`src/rtl/mult_div_unit.sv`:
```
// Iterative 32-bit MULT/MULTU/DIV/DIVU unit holding the architectural HI/LO registers.
// One bit per cycle: shift-add multiply (LSB first), restoring divide (MSB first), sign fix-up at the end.
module mult_div_unit #(
  parameter int WIDTH = 32
) (
  input  logic             clk,
  input  logic             rst_b,
  input  logic             start,
  input  logic [1:0]       op,
  input  logic [WIDTH-1:0] a,
  input  logic [WIDTH-1:0] b,
  output logic             busy,
  output logic             done,
  output logic             div_by_zero,
  output logic [WIDTH-1:0] hi,
  output logic [WIDTH-1:0] lo
);

  localparam int CW = $clog2(WIDTH);

  typedef enum logic [1:0] {IDLE, RUN, FIX} state_t;

  state_t             state_q;
  logic [CW-1:0]      cnt_q;
  logic               is_div_q;
  logic               neg_res_q, neg_rem_q;
  logic [WIDTH-1:0]   ma_q, mb_q, a_raw_q;
  logic [2*WIDTH-1:0] acc_q;
  logic [WIDTH-1:0]   rem_q;
  logic               busy_q, done_q, dbz_q;
  logic [WIDTH-1:0]   hi_q, lo_q;

  logic               a_neg, b_neg;
  logic [WIDTH-1:0]   a_mag, b_mag;
  logic [WIDTH:0]     mul_sum;
  logic [WIDTH:0]     div_shift;
  logic [WIDTH+1:0]   div_diff;
  logic               div_ok;
  logic [2*WIDTH-1:0] acc_d, product;
  logic [WIDTH-1:0]   rem_d, quot_fix, rem_fix;

  assign a_neg = ~op[0] & a[WIDTH-1];
  assign b_neg = ~op[0] & b[WIDTH-1];
  assign a_mag = a_neg ? -a : a;
  assign b_mag = b_neg ? -b : b;

  // Multiply: high half accumulates the multiplicand, low half shifts the multiplier out LSB first.
  assign mul_sum = {1'b0, acc_q[2*WIDTH-1:WIDTH]} + (acc_q[0] ? {1'b0, ma_q} : '0);

  // Divide: the partial remainder is always below the divisor, so WIDTH bits hold it;
  // only the shifted trial value needs the extra bit.
  assign div_shift = {rem_q, acc_q[WIDTH-1]};
  assign div_diff  = {1'b0, div_shift} - {2'b00, mb_q};
  assign div_ok    = ~div_diff[WIDTH+1];

  assign acc_d = is_div_q ? {{WIDTH{1'b0}}, acc_q[WIDTH-2:0], div_ok}
                          : {mul_sum, acc_q[WIDTH-1:1]};
  assign rem_d = div_ok ? div_diff[WIDTH-1:0] : div_shift[WIDTH-1:0];

  assign product  = neg_res_q ? -acc_q : acc_q;
  assign quot_fix = neg_res_q ? -acc_q[WIDTH-1:0] : acc_q[WIDTH-1:0];
  assign rem_fix  = neg_rem_q ? -rem_q : rem_q;

  always_ff @(posedge clk or negedge rst_b) begin
    if (!rst_b) begin
      state_q   <= IDLE;
      cnt_q     <= '0;
      is_div_q  <= 1'b0;
      neg_res_q <= 1'b0;
      neg_rem_q <= 1'b0;
      ma_q      <= '0;
      mb_q      <= '0;
      a_raw_q   <= '0;
      acc_q     <= '0;
      rem_q     <= '0;
      busy_q    <= 1'b0;
      done_q    <= 1'b0;
      dbz_q     <= 1'b0;
      hi_q      <= '0;
      lo_q      <= '0;
    end else begin
      done_q <= 1'b0;
      case (state_q)
        IDLE: begin
          if (start) begin
            is_div_q  <= op[1];
            neg_res_q <= a_neg ^ b_neg;
            neg_rem_q <= a_neg;
            ma_q      <= a_mag;
            mb_q      <= b_mag;
            a_raw_q   <= a;
            acc_q     <= {{WIDTH{1'b0}}, (op[1] ? a_mag : b_mag)};
            rem_q     <= '0;
            cnt_q     <= '0;
            busy_q    <= 1'b1;
            state_q   <= RUN;
          end
        end
        RUN: begin
          acc_q <= acc_d;
          if (is_div_q) rem_q <= rem_d;
          if (cnt_q == CW'(WIDTH - 1)) begin
            cnt_q   <= '0;
            state_q <= FIX;
          end else begin
            cnt_q <= cnt_q + 1'b1;
          end
        end
        FIX: begin
          if (!is_div_q) begin
            {hi_q, lo_q} <= product;
            dbz_q        <= 1'b0;
          end else if (mb_q == '0) begin
            hi_q  <= a_raw_q;
            lo_q  <= '1;
            dbz_q <= 1'b1;
          end else begin
            hi_q  <= rem_fix;
            lo_q  <= quot_fix;
            dbz_q <= 1'b0;
          end
          busy_q  <= 1'b0;
          done_q  <= 1'b1;
          state_q <= IDLE;
        end
        default: state_q <= IDLE;
      endcase
    end
  end

  assign busy        = busy_q;
  assign done        = done_q;
  assign div_by_zero = dbz_q;
  assign hi          = hi_q;
  assign lo          = lo_q;

endmodule

```
`config.mk`:
```
export PLATFORM = sky130hd
export DESIGN_NAME = mult_div_unit
export DESIGN_NICKNAME = d
export VERILOG_FILES = /design/src/rtl/mult_div_unit.sv
export SDC_FILE = /design/constraint.sdc
export NUM_CORES = 1
export LEC_CHECK = 0
export ABC_AREA = 1
export CORE_ASPECT_RATIO = 1.5
export CORE_MARGIN = 2
export CORE_UTILIZATION = 55
export DETAILED_ROUTE_END_ITERATION = 16
export DONT_BUFFER_PORTS = 1
export PLACE_DENSITY = 0.7
export SYNTH_ARGS = -nofsm -noshare
export SYNTH_HDL_FRONTEND = slang
export SYNTH_SLANG_ARGS = --single-unit
```
`constraint.sdc`:
```
create_clock -name clk -period 5.91 [get_ports clk]
set_clock_uncertainty 0.1 [all_clocks]
set_input_delay 0.2955 -clock clk [delete_from_list [all_inputs] [get_ports clk]]
set_output_delay 0.2955 -clock clk [all_outputs]
set_load 0.1 [all_outputs]
```
# After elaboration in Yosys (flattened, before gate mapping)

Cells that the tools add are included.
W data, S select, Z words.

Order comparisons: 0
Bitwise operators: 5
Shift operators: 0
$add $sub $neg: 8
Multiply operators: 0
Equality and inequality tests: 6
Reductions and logical operators: 9
Multiplexer cells: 29
Div/mod/pow operators: 0

Operators by type and width:

| operator              | number |
|---|---|
| $mux W32              | 13 |
| $mux W64              | 3 |
| $neg A32 Y32          | 4 |
| $pmux W64 S2          | 1 |
| $neg A64 Y64          | 1 |
| $pmux W32 S2          | 1 |
| $sub A33 B32 Y34      | 1 |
| $add A32 B32 Y33      | 1 |
| $logic_not A32 Y1     | 1 |
| $mux W5               | 2 |
| $pmux W5 S2           | 1 |
| $reduce_and A2 Y1     | 4 |
| $ne A2 B2 Y1 const B  | 3 |
| $add A5 B1 Y5 const B | 1 |
| $eq A5 B5 Y1 const B  | 1 |
| $mux W1               | 4 |
| $mux W2               | 2 |
| $pmux W2 S2           | 1 |
| $reduce_bool A2 Y1    | 2 |
| $reduce_and A3 Y1     | 1 |
| $and A1 B1 Y1         | 2 |
| $eq A2 B1 Y1 const B  | 1 |
| $eq A2 B2 Y1 const B  | 1 |
| $logic_not A2 Y1      | 1 |
| 3 further kinds       | 4 |

Memory bits (read-only): 0
Bits in registers: 269
Output and inout port bits: 67
Latch bits: 0
Memories: 0
RAM bits: 0
Bits of input ports: 69

# Logic depth before layout (Yosys ltp)

Gate-level depths: netlist of run 1.

Depth after elaboration: 6
Gate-level depth with buffers: 18
Gate-level depth less buffers: 17

# Worst setup path before layout of run 1

Ideal clock, no wire load.

Path type: flip-flop to flip-flop
Start point: register acc_q[0]
End point: register acc_q[59]
Clock period less this slack: 2.508 ns
Data arrival time: 2.291 ns
Cell stages (with the launch flop): 18
Setup slack: 3.402 ns
Cells stage by stage: dfrtp_1 > buf_6 > clkbuf_1 > nand2_1 > inv_1 > ha_1 > inv_1 > fa_1 > o21ai_1 > nand2_1 > o211ai_1 > nand2_1 > nand2_1 > nand2_1 > nand2_1 > nand2_1 > nand3_1 > nand2_1

Word-level cells in the longest chain between the ends: 4

RTL lines:

| what                   | line | text |
|---|---|---|
| from (decl)            | 28   | `logic [2*WIDTH-1:0] acc_q;` |
| from (signal assigned) | 92   | `acc_q <= {{WIDTH{1'b0}}, (op[1] ? a_mag : b_mag)};` |
| $mux W32               | 48   | `assign mul_sum = {1'b0, acc_q[2*WIDTH-1:WIDTH]} + (acc_q[0] ? {1'b0, ma_q} : '0);` |
| $add A32 B32 Y33       | 48   |  |
| $mux W64               | 56   | `assign acc_d = is_div_q ? {{WIDTH{1'b0}}, acc_q[WIDTH-2:0], div_ok}` |
| $pmux W64 S2           | 83   | `case (state_q)` |

Every way passes these cells.
A chain may end at the register's enable or synchronous reset.

# Worst setup path in the final report of run 1

Start point: register state_q[0]
End point: register acc_q[17]

Word-level cells in the longest chain between the ends: 3
Elaborated cells on any way between the ends: 6
Classes of those cells: eq/ne: 2; mux: 1; reduce/logical: 3

RTL lines:

| what                                                                | line | text |
|---|---|---|
| from (decl)                                                         | 23   | `state_t state_q;` |
| from (signal assigned)                                              | 66   | `state_q <= IDLE;` |
| from (signal assigned)                                              | 96   | `state_q <= RUN;` |
| from (signal assigned)                                              | 104  | `state_q <= FIX;` |
| $eq A2 B1 Y1 / $logic_not A2 Y1 (equally long branches)             | 83   |  |
| $reduce_bool A2 Y1 (no line) / $ne A2 B2 Y1 (equally long branches) | --   |  |
| $reduce_and A2 Y1 (no line)                                         | --   |  |

Parallel ways exist; a longest one is shown, timed or not.

==> results of run 1 <==
-- layout make-up --
class / count / share of cell area (%)
Clock buffer: 35 / 3.335
Sequential cell: 268 / 28.38
Tap cell: 500 / 2.647
Inverter: 363 / 5.771
Multi-Input combinational cell: 2669 / 55.54
Clock inverter: 18 / 0.9742
Timing Repair Buffer: 83 / 3.346
-- where the power goes --
part,total [uW],switching [uW],leakage [uW],internal (uW)
sequential,3700,1190,0.00326,2520
combinational,8620,6000,0.00792,2620
clock,2000,868,0.000493,1140
-- cells by family (layout without fill, tap and decap cells) --
family	Yosys count	count (layout)	synth area share, %
xor gates and xnor gates	81	81	3.273
buffers and inverters	479	499	8.659
and+or+nand+nor	1995	1995	38.74
adders and majority gates	72	72	4.226
AOI/OAI and AO/OA	521	521	14.16
DFF	268	268	30.94
-- sequential cells by signal, indices dropped and copies added, names as in the netlist --
signal and cells:
is_div_q 1, mb_q 32, lo 32, a_raw_q 31, acc_q 64, state_q 2
hi 32, busy 1, ma_q 32, neg_res_q 1, cnt_q 5, rem_q 32
neg_rem_q 1, done 1, div_by_zero 1
-- layout by cell type (no fill, tap or decap), types with 34 or more instances in the layout --
cell / n
nand2_1: 1084
nor2_1: 446
inv_1: 353
nand3_1: 303
dfrtp_1: 267
o21ai_0: 176
a21oi_1: 155
ha_1: 70
dlygate4sd3_1: 62
xor2_1: 60
nand4_1: 49
a31oi_1: 34
-- layer usage --
layer	wire length (um)	global-route usage, %
met1	29760	45.26
met2	45680	79.46
met3	8837	10.02
met4	14270	54.27
met5	8	0
-- per-stage QoR --
step                util [%]  hold WS, ns
global placement       56.22     -0.09064
CTS                    60.46      -0.7197
finish                 60.46      -0.7178
floorplan                  -      -0.1001
global route           60.46      -0.7146
detailed placement     56.22     -0.09141
-- repair_timing --
item | in CTS | in global routing
hold endpoints to repair | 384 | 268
setup buffers | 0 | 0
setup endpoints to repair | 0 | 0
-- worst min path at each step --
stage / endpoint / slack, ns / cells past startpoint
after floorplan: a_raw_q[10]$_DFFE_PN0P_ / -0.10 / 0
after global placement: mb_q[14]$_DFFE_PN0P_ / -0.09 / 0
after detailed placement: mb_q[14]$_DFFE_PN0P_ / -0.09 / 0
after CTS: a_raw_q[23]$_DFFE_PN0P_ / -0.72 / 0
after global routing: mb_q[14]$_DFFE_PN0P_ / -0.71 / 0
final: mb_q[14]$_DFFE_PN0P_ / -0.72 / 0
==> results_dict.tcl, run 1 <==
set metrics [dict create \
    outcome "finished with violations" \
    violations "negative hold slack" \
    clk-insertion-delay-late_ns 0.61 \
    final.setup.worst_slack_ns 2.346 \
    cp_data_required_time_ns 6.29 \
    synth.area.top_cells "dfrtp_1 (31%), nand2_1 (19%), nor2_1 (7.8%)" \
    root_buffer "clkbuf_16" \
    dp.cells 3820 \
    pre_cts_slack_ns 2.440 \
    regArea_sq_um 6708 \
    r2r_setup_slack_ns 2.35 \
    holdWs_ns -0.7178 \
    yosysMostFrequentCell "nand2_1" \
    setup.worst_path.start_class "flop" \
    yosysTopAreaCell "dfrtp_1" \
    synth_ff_type "dfrtp_1" \
    period_share_pct 60.30 \
    vdd_drop_max_v 0.0004287 \
    num_vias 24730 \
    r2r_end "acc_q[17]$_DFFE_PN0P_" \
    postCtsResizedCells 0 \
    critPathArrivalTime_ns 3.95 \
    synth-seq-area-share_pct 30.94 \
    grt_antenna_before_repair 2 \
    syn_nets 3557 \
    crit_chain "nor2_1 > nand2_4 > inv_2 > nor2_4 > buf_4 > inv_1 > or2_2 > a21boi_1" \
    rsz0062_at_grt "false" \
    syn_inst 3416 \
    rows 89 \
    reg2reg_depth 8 \
    synth_warnings 0 \
    pwr_density_cell_nw_per_um2 606.1 \
    avgSynthCellArea_sq_um 6.345 \
    die_area_sq_um 41040 \
    path_buf_inv 3 \
    htreeDepth 1 \
    cts_tree "yes" \
    die_h_um 247.1 \
    num-fill-cells 3764 \
    final_nets 3555 \
    fin_crit_ns 3.564 \
    post-route-cell-area_sq_um 23630 \
    slowest_delay_ns 0.69 \
    r2r_start "state_q[0]$_DFFE_PN0P_" \
    crit_type "reg2reg" \
    area_growth_pct 9.034 \
    synth_area_sq_um 21670 \
    cp_top_family "buffers and inverters" \
    grt_usage_pct 47.26 \
    coreArea_sq_um 39090 \
    synth_edf_count 0 \
    fin_cells 3936 \
    cts_made_buffers 29 \
    start_util_pct 55.45 \
    relSlewSlack_pct 23.23 \
    leakagePower_uw 0.01167 \
    slew_viol_final 0 \
    cts_sinks 268 \
    critPathMaxFanout 110 \
    path_depth 8 \
    drive_gt1_share_pct 4.453 \
    grt_max_degree 269 \
    pin_count 136 \
    die_w_um 166.1 \
    grt_pass1_vias 24120 \
    grt_remaining_overflow 0 \
    setup.worst_path.start "state_q[0]$_DFFE_PN0P_" \
    yosys-top-cells-count "nand2_1 (1085), nor2_1 (449), inv_1 (353), nand3_1 (303), dfrtp_1 (268)" \
    avgViaCountPerCell 6.283 \
    maxCapViolCount 0 \
    cpMaxStageDelayCell "buf_4" \
    end_kind "flop" \
    gp_congestion 1.094 \
    yosysUniqueCellTypes 60 \
    dr.pass1.iters 7 \
    hold_viol 268 \
    hp-class "in2async" \
    synth_top_cell_area_share_pct 30.94 \
    endpoint "acc_q[17]$_DFFE_PN0P_" \
    drt-initial-drc-count 2984 \
    ant_nets 0 \
    clockBufferDepth 3 \
    antennaDiodeCount 0 \
    grt_first_pass_wirelength_um 145000 \
    tns_ns 0 \
    hold_buffers 63 \
    hpwl_um 75890 \
    worst_pin_slew_ns 1.152 \
    placed_area_sq_um 21970 \
    path_clk_slew_ns 0.08 \
    multiInputGateArea_sq_um 13130 \
    async_reset_ff_share_pct 100.0 \
    ys_seq_elements 268 \
    setup_violations 0 \
    fmax_ghz 0.2806 \
    remaining_drc_errors 0 \
    drt_wl_total_um 98560 \
    wl_per_cell_um 25.04 \
    port-buffer-count 0 \
    power_uw 14320 \
]
(Power assumes the default switching activity.)
==> run 2, diff against run 1 <==
==> constraint.sdc (replaced) <==
create_clock -name clk -period 3.65 [get_ports clk]
set_clock_uncertainty 0.1 [all_clocks]
set_input_delay 0.1825 -clock clk [delete_from_list [all_inputs] [get_ports clk]]
set_output_delay 0.1825 -clock clk [all_outputs]
set_load 0.1 [all_outputs]
==> run 2 against run 1 <==
  * The run still ends with negative hold slack left
  * First-iteration DRC count grew 3.4%
  * Maximum frequency grew 6.4%
  * Non-clock buffer count grew 45
  * Sequential power grew 64%
  * Die area is the same
  * Cell count grew 1.2%
  * Combinational power grew 69%
  * Global-route usage grew 2.6 points
  * Register-to-register slack lost 2.0 ns
  * Hold slack lost 0.084 ns
  * Highest routed layer unchanged
==> results_dict.tcl, run 2 (synthesis gave the netlist of run 1 again) <==
set metrics [dict create \
    drive_gt1_share_pct 4.945 \
    path_clk_slew_ns 0.06 \
    layout_common_cells "nand2_1 (1084), nor2_1 (446), inv_1 (353), nand3_1 (303), dfrtp_1 (267)" \
    r2r_start "acc_q[0]$_DFFE_PN0P_" \
    clockBufferDepth 3 \
    tns_ns 0 \
    ant_nets 0 \
    pwr_density_cell_nw_per_um2 988.7 \
    hold_viol 268 \
    combPwrFrac_pct 61.6 \
    start_util_pct 55.45 \
    p_int_uw 10230 \
    grt_first_pass_wirelength_um 152200 \
    period_share_pct 91.75 \
    drt_wl_total_um 103100 \
    maxCapViolCount 0 \
    r2r_setup_slack_ns 0.30 \
    grt_usage_pct 49.88 \
    cts_setup_buffers 0 \
    clk-insertion-delay-late_ns 0.60 \
    final_common_cell "nand2_1" \
    drt-initial-drc-count 3084 \
    power_switching_uw 13480 \
    cts_made_buffers 28 \
    leakagePower_uw 0.01185 \
    setup_violations 0 \
    reg2reg_depth 14 \
    fin_crit_ns 3.349 \
    switching_share_pct 56.86 \
    r2r_end "hi[6]$_DFFE_PN0P_" \
    dr.pass1.iters 8 \
    relSlewSlack_pct 12.84 \
    htreeDepth 1 \
    rsz0062_at_grt "false" \
    hp-class "in2async" \
    hpwl_um 79550 \
    violations "negative hold slack" \
    clkPwrFrac_pct 12.8 \
    cp_data_required_time_ns 4.06 \
    largest_reg_flops 64 \
    cts_sinks 268 \
    hold_buffers 84 \
    end_kind "flop" \
    remaining_drc_errors 0 \
    top_register "acc_q" \
    area_growth_pct 10.63 \
    fmax_ghz 0.2986 \
    critPathArrivalTime_ns 3.75 \
    grt_antenna_before_repair 10 \
    vdd_drop_max_v 0.0006868 \
    seq_power_share_pct 25.6 \
    die_h_um 247.1 \
    rows 89 \
    root_buffer "clkbuf_16" \
    num_vias 25210 \
    avgViaCountPerCell 6.330 \
    placed_area_sq_um 22180 \
    grt_remaining_overflow 0 \
    slew_viol_final 0 \
    die_area_sq_um 41040 \
    outcome "finished with violations" \
    grt_pass1_vias 24990 \
    holdWs_ns -0.8015 \
    wl_per_cell_um 25.88 \
    grt_max_degree 269 \
    port-buffer-count 0 \
    worst_pin_slew_ns 1.294 \
    gp_congestion 1.096 \
    critPathMaxFanout 19 \
    pin_count 136 \
    cts_tree "yes" \
    setup.worst_path.start "acc_q[0]$_DFFE_PN0P_" \
    setup.worst_path.start_class "flop" \
    post-route-cell-area_sq_um 23980 \
    crit_type "reg2reg" \
    postCtsResizedCells 0 \
    final_nets 3599 \
    coreArea_sq_um 39090 \
    endpoint "hi[6]$_DFFE_PN0P_" \
    die_w_um 166.1 \
]
run 2: changes by cell type in the layout (fill, tap and decap cells not counted), moves of 2 or more:
| cell | before | now |
|---|---|---|
| buf_4 | 20 | 42 |
| dlygate4sd3_1 | 62 | 83 |
| clkinvlp_4 | 4 | 0 |
| diode_2 | 0 | 4 |
| buf_12 | 1 | 3 |
| bufinv_16 | 4 | 2 |
| clkbuf_1 | 2 | 4 |
| clkbuf_8 | 4 | 6 |
| clkinv_4 | 1 | 3 |
run 2: power by group through the flow:
stage | logic (uW) | clock network (uW) | registers (uW)
after global placement | 13500 | 0 | 5900
final | 14600 | 3040 | 6070
after global routing | 15800 | 3120 | 6100
after floorplan | 9410 | 0 | 5220
after CTS | 13900 | 3020 | 5890
after detailed placement | 13700 | 0 | 5930
run 2: area by class of cell:
type / count / area, sq um
sequential: 268 / 6708
clock buffer: 38 / 798.3
antenna: 4 / 10.01
tap: 500 / 625.6
multi-input combinational: 2669 / 13130
inverter: 363 / 1364
fill: 3779 / 15110
timing repair buffer: 128 / 1206
clock inverter: 12 / 140.1
run 2: stage by stage:
| stage | utilization, % | total power, uW | std cells | setup WS (ns) |
|---|---|---|---|---|
| after global routing | 61.33 | 24980 | 3980 | 0.1753 |
| final | 61.35 | 23710 | 3982 | 0.3013 |
| after detailed placement | 56.74 | 19590 | 3844 | 0.4278 |
| after CTS | 61.32 | 22810 | 3978 | 0.4106 |
| after floorplan | - | 14630 | 3416 | 1.142 |
| after global placement | 56.74 | 19390 | 3844 | 0.4941 |
run 2: how the worst min path moves through the flow:
| stage | endpoint | cells past startpoint | slack [ns] |
|---|---|---|---|
| floorplan | a_raw_q[10]$_DFFE_PN0P_ | 0 | -0.21 |
| global placement | mb_q[15]$_DFFE_PN0P_ | 0 | -0.19 |
| detailed placement | mb_q[14]$_DFFE_PN0P_ | 0 | -0.19 |
| CTS | mb_q[14]$_DFFE_PN0P_ | 0 | -0.81 |
| global route | mb_q[15]$_DFFE_PN0P_ | 0 | -0.80 |
| finish | mb_q[14]$_DFFE_PN0P_ | 0 | -0.80 |
run 2: worst max-delay path: stages, from the launching register on:
cell and delay, ns:
dfrtp_1 0.82, buf_4 0.38, clkinv_2 0.22, ha_1 0.29, nand2_2 0.12, nor2_4 0.06, nand2_4 0.09, nor2_4 0.04
nand2_2 0.08, nand2_4 0.11, nand2_1 0.18, a21oi_1 0.08, o21ai_1 0.17, nand2_1 0.35, nand2_1 0.15
run 2: metal layers:
| layer | GRT usage, % | wire length, um | up-vias |
|---|---|---|---|
| met1 | 46.94 | 30280 | 11550 |
| li1 | - | - | 11200 |
| met4 | 57.90 | 15250 | 12 |
| met3 | 13.43 | 10100 | 725 |
| met5 | 0.1208 | 120 | - |
| met2 | 82.38 | 47320 | 1717 |
